--- src/rtl/sdram_access_arbiter.sv ---
// sdram_access_arbiter: shares the SDRAM command sequencer between the
// read path, the write path and periodic auto-refresh.
module sdram_access_arbiter #(
    parameter int REF_INTERVAL = 750,
    parameter int MAX_PENDING  = 4,
    parameter int CNT_W        = 10
) (
    input  logic       HCLK,
    input  logic       HRESET,
    input  logic       init_done,
    input  logic       rd_req,
    input  logic       rd_done,
    input  logic       wr_req,
    input  logic       wr_done,
    input  logic       ref_done,
    output logic       rd_gnt,
    output logic       wr_gnt,
    output logic       ref_gnt,
    output logic [2:0] ref_pending,
    output logic       ref_overflow,
    output logic       busy
);

    typedef enum logic [1:0] {
        IDLE,
        GNT_RD,
        GNT_WR,
        GNT_REF
    } state_t;

    typedef enum logic {
        SRV_RD,
        SRV_WR
    } served_t;

    localparam logic [CNT_W-1:0] TIMER_LAST = CNT_W'(REF_INTERVAL - 1);
    localparam logic [2:0]       PEND_MAX   = 3'(MAX_PENDING);

    state_t           state;
    state_t           state_nxt;
    served_t          last_served;
    served_t          last_served_nxt;
    logic [CNT_W-1:0] timer;
    logic             tick;
    logic             ref_dec;
    logic             urgent;

    assign tick    = init_done && (timer == TIMER_LAST);
    assign ref_dec = (state == GNT_REF) && ref_done;
    assign urgent  = (ref_pending == PEND_MAX);

    // Refresh interval timer: parked at zero until the SDRAM is initialised.
    always_ff @(posedge HCLK or posedge HRESET) begin
        if (HRESET) begin
            timer <= '0;
        end else if (!init_done || tick) begin
            timer <= '0;
        end else begin
            timer <= timer + CNT_W'(1);
        end
    end

    // Postponed-refresh count; a tick that finds the counter full is lost.
    always_ff @(posedge HCLK or posedge HRESET) begin
        if (HRESET) begin
            ref_pending  <= '0;
            ref_overflow <= 1'b0;
        end else if (tick && !ref_dec) begin
            if (urgent) begin
                ref_overflow <= 1'b1;
            end else begin
                ref_pending <= ref_pending + 3'd1;
            end
        end else if (ref_dec && !tick && (ref_pending != '0)) begin
            ref_pending <= ref_pending - 3'd1;
        end
    end

    // State and round-robin history registers.
    always_ff @(posedge HCLK or posedge HRESET) begin
        if (HRESET) begin
            state       <= IDLE;
            last_served <= SRV_WR;
        end else begin
            state       <= state_nxt;
            last_served <= last_served_nxt;
        end
    end

    // Arbitration in IDLE; each grant state waits for its own done pulse.
    always_comb begin
        state_nxt       = state;
        last_served_nxt = last_served;
        unique case (state)
            IDLE: begin
                if (init_done) begin
                    if (urgent) begin
                        state_nxt = GNT_REF;
                    end else if (rd_req && wr_req) begin
                        state_nxt = (last_served == SRV_WR) ? GNT_RD : GNT_WR;
                    end else if (rd_req) begin
                        state_nxt = GNT_RD;
                    end else if (wr_req) begin
                        state_nxt = GNT_WR;
                    end else if (ref_pending != '0) begin
                        state_nxt = GNT_REF;
                    end
                end
            end
            GNT_RD: begin
                if (rd_done) begin
                    state_nxt       = IDLE;
                    last_served_nxt = SRV_RD;
                end
            end
            GNT_WR: begin
                if (wr_done) begin
                    state_nxt       = IDLE;
                    last_served_nxt = SRV_WR;
                end
            end
            GNT_REF: begin
                if (ref_done) begin
                    state_nxt = IDLE;
                end
            end
            default: begin
                state_nxt = IDLE;
            end
        endcase
    end

    // Registered one-hot grants, loaded from the next state.
    always_ff @(posedge HCLK or posedge HRESET) begin
        if (HRESET) begin
            rd_gnt  <= 1'b0;
            wr_gnt  <= 1'b0;
            ref_gnt <= 1'b0;
        end else begin
            rd_gnt  <= (state_nxt == GNT_RD);
            wr_gnt  <= (state_nxt == GNT_WR);
            ref_gnt <= (state_nxt == GNT_REF);
        end
    end

    assign busy = rd_gnt | wr_gnt | ref_gnt;

endmodule

--- config.mk ---
export PLATFORM = sky130hd
export DESIGN_NAME = sdram_access_arbiter
export DESIGN_NICKNAME = d
export VERILOG_FILES = /design/src/rtl/sdram_access_arbiter.sv
export SDC_FILE = /design/constraint.sdc
export NUM_CORES = 1
export LEC_CHECK = 0
export ABC_AREA = 1
export CAP_MARGIN = 20
export CORE_MARGIN = 10
export CORE_UTILIZATION = 25
export DETAILED_ROUTE_END_ITERATION = 8
export HOLD_SLACK_MARGIN = 0.06
export PLACE_DENSITY = 0.45
export SYNTH_ARGS = -nofsm -noshare
export SYNTH_HDL_FRONTEND = slang
export SYNTH_SLANG_ARGS = --single-unit
--- constraint.sdc ---
create_clock -name HCLK -period 2.1 [get_ports HCLK]
set_input_delay 0.42 -clock HCLK [delete_from_list [all_inputs] [get_ports HCLK]]
set_output_delay 0.42 -clock HCLK [all_outputs]
set_load 0.01 [all_outputs]
==> results.yml <==
place:
  dp.cells: 186
  io_buffers: 15
  routabilityCongestion: 0.777
  dp_hpwl_um: 1740
  place_ws_ns: 0.151
global_routing:
  grt_start_max_net_pins: 21
  track_usage: 0.0655
  grt_overflow: 0
  grt_pass1_vias: 883
  antenna_found_initial: 0
  grt_pass1_wl_um: 4010
finish:
  final_cell_mix: "nand2_1, dfrtp_1, clkdlybuf4s50_1, inv_1, nor2_1"
  diodes: 0
  layout-drive-gt1-share: 0.207
  nets: 152
  area.growth.synth_to_final_pct: 25.2
  instances_no_fill: 190
  final_common_cell: "nand2_1"
synthesis:
  syn_area_per_cell_um2: 9.10
  synth_area_leader_cell: "dfrtp_1"
  syn_nets: 131
  ys_ff_latch: 20
  yosys_warnings: 0
  syn_area_um2: 1090
  synthCells: 120
  ys_seq_area_frac: 0.459
  synthTopCellsByArea: "dfrtp_1, nand2_1, nand3_2"
  yosys.area.top_type_share: 0.435
  synth_cell_types: 31
worst_setup_path:
  start_kind: "flip-flop"
  r2r_slack_ns: 0.21
  crit_start: "wr_gnt"
  cp_slowest_cell: "clkdlybuf4s50_1"
  crit_family: "buffers and inverters"
  cp_slowest_stage_delay_ns: 0.49
  reg2reg_from: "timer[1]"
  critPathRequiredTime_ns: 1.68
  r2r_end: "ref_pending[2]"
  worst_setup_path_end_kind: "primary output"
  rr_worst_depth: 13
  cp_cell_sequence: "or3_1 > clkdlybuf4s50_1"
  critical_path_class: "flip-flop to primary output"
  cp.arrival_ns: 1.47
  crit_fanout: 2
  cp_num_buf_inv: 1
sta:
  fin_crit_sh: 0.902
  holdWs_ns: 0.488
  slew_headroom: 0.693
  slew_viol_final: 0
  finalClockSkew_ns: 0.00736
  finalSetupTns_ns: 0
  setup_viol: 0
  min_period_ns: 1.89
  hold_viol: 0
  layout_setup_ws_ns: 0.205
  fmax_mhz: 528
  rsz0062_at_grt: "false"
  tightest_slew_ns: 0.460
route:
  drc: 0
  num_vias: 865
  ant_nets: 0
  wl_um: 2230
  wl_per_cell_um: 11.7
  avgViaCountPerCell: 4.55
  firstDrtPassIters: 4
  drtIter0Drc: 29
die:
  num_io_pins: 16
  initial_core_util: 0.265
  die_w_um: 86.1
  die_area_um2: 7410
  core_um2: 4120
  die_h_um: 86.1
  rows: 23
clock_network:
  path_clk_slew_ns: 0.08
  cts_tree: "done"
  clk_path_buf_depth: 2
  numCtsBuffers: 3
  cts_resized: 0
  clock_latency_ns: 0.26
  clock_sinks: 20
  postCtsSetupRepairBufs: 0
  cts-root-buf: "clkbuf_8"
  holdBufCountCts: 0
  ctsHtreeMaxLevel: 1
pwr:
  p_int_mw: 0.867
  power_frac_clock: 0.218
  combPwrFrac: 0.356
  p_per_area_nw_per_um2: 967
  p_sw_mw: 0.456
  switching_share: 0.344
  cellLeakagePower_nw: 0.607
  seqPwrFrac: 0.426
  ir_worst_vdd_mv: 0.261
job:
  cap_viol_max_count: 0
min_path:
  hold_path.class: "input pin to async pin"
outcome:
  outcome: "completed"
## metal layers
| layer | up-vias | GRT usage | share of wire |
|---|---|---|---|
| met4 | 0 | 0.0135 | 0.0049 |
| met1 | 419 | 0.0792 | 0.48 |
| li1 | 433 | - | - |
| met2 | 11 | 0.108 | 0.48 |
| met5 | - | 0 | 0 |
| met3 | 2 | 0.0246 | 0.035 |
## power groups by stage
stage          registers [mW]  clock network (mW)  logic, mW
3_5_place_dp            0.570                   0      0.477
5_1_grt                 0.575               0.328      0.533
4_1_cts                 0.561               0.310      0.481
2_1_floorplan           0.563                   0      0.277
6_report                0.563               0.288      0.471
3_3_place_gp            0.569                   0      0.474
## cells in the mapped netlist (all sizes together)
| cell type | n |
|---|---|
| and2 | 1 |
| nor3 | 3 |
| dfrtp | 19 |
| a21oi | 2 |
| xor2 | 3 |
| ha | 3 |
| o21bai | 4 |
| a31oi | 1 |
| nand3b | 2 |
| xnor2 | 1 |
| nor3b | 3 |
| inv | 15 |
| buf | 1 |
| or3 | 1 |
| o31ai | 1 |
| nand4 | 3 |
| nor2 | 15 |
| nand3 | 15 |
| dfstp | 1 |
| nand2 | 24 |
| o21ai | 2 |
## flip-flops by register name, summed over array words and instances, names as in the netlist
| name | flops |
|---|---|
| rd_gnt | 1 |
| state | 2 |
| timer | 10 |
| last_served | 1 |
| ref_gnt | 1 |
| wr_gnt | 1 |
| ref_overflow | 1 |
| ref_pending | 3 |
## per-stage QoR
step,utilization,instance area [um^2],total power [mW]
after floorplan,-,1090,0.840
after global routing,0.332,1370,1.44
after detailed placement,0.319,1310,1.05
after CTS,0.332,1370,1.35
after global placement,0.319,1310,1.04
final,0.332,1370,1.32
## worst reg2reg max path, cell delays in order (launching register included)
cell,delay [ns]
dfrtp_1,0.42
inv_1,0.07
ha_1,0.13
nand3_1,0.16
nor2_4,0.19
nand3_2,0.11
xor2_1,0.16
ha_1,0.17
inv_1,0.06
nand2_1,0.05
nand2_1,0.10
nand3_2,0.08
nand2_1,0.06
nand2_1,0.05
## how the worst max path moves through the flow
| stage | slack [ns] | endpoint | depth (start not counted) |
|---|---|---|---|
| global route | 0.05 | ref_pending[2] | 13 |
| finish | 0.21 | busy | 2 |
| detailed placement | 0.15 | ref_pending[2] | 10 |
| CTS | 0.18 | busy | 2 |
| global placement | 0.19 | ref_pending[2] | 10 |
| floorplan | 0.35 | ref_pending[2] | 13 |
## cell type report
cell class / count / area [um^2]
fillers: 433 / 2750
multi-input cells: 84 / 527
flip-flops and latches: 20 / 502
repair buffers: 17 / 165
well taps: 50 / 62.6
inverters: 15 / 56.3
clock buffers: 4 / 55.1
## logic make-up after synthesis
group | count (synthesis) | share of synthesized area
AND/OR/NAND/NOR | 67 | 0.354
flip-flops | 20 | 0.459
buffers and inverters | 16 | 0.0584
AO/OA/AOI/OAI | 10 | 0.0619
XOR/XNOR | 4 | 0.0321
adder cells (fa/ha/maj) | 3 | 0.0344
(Power assumes the default switching activity.)
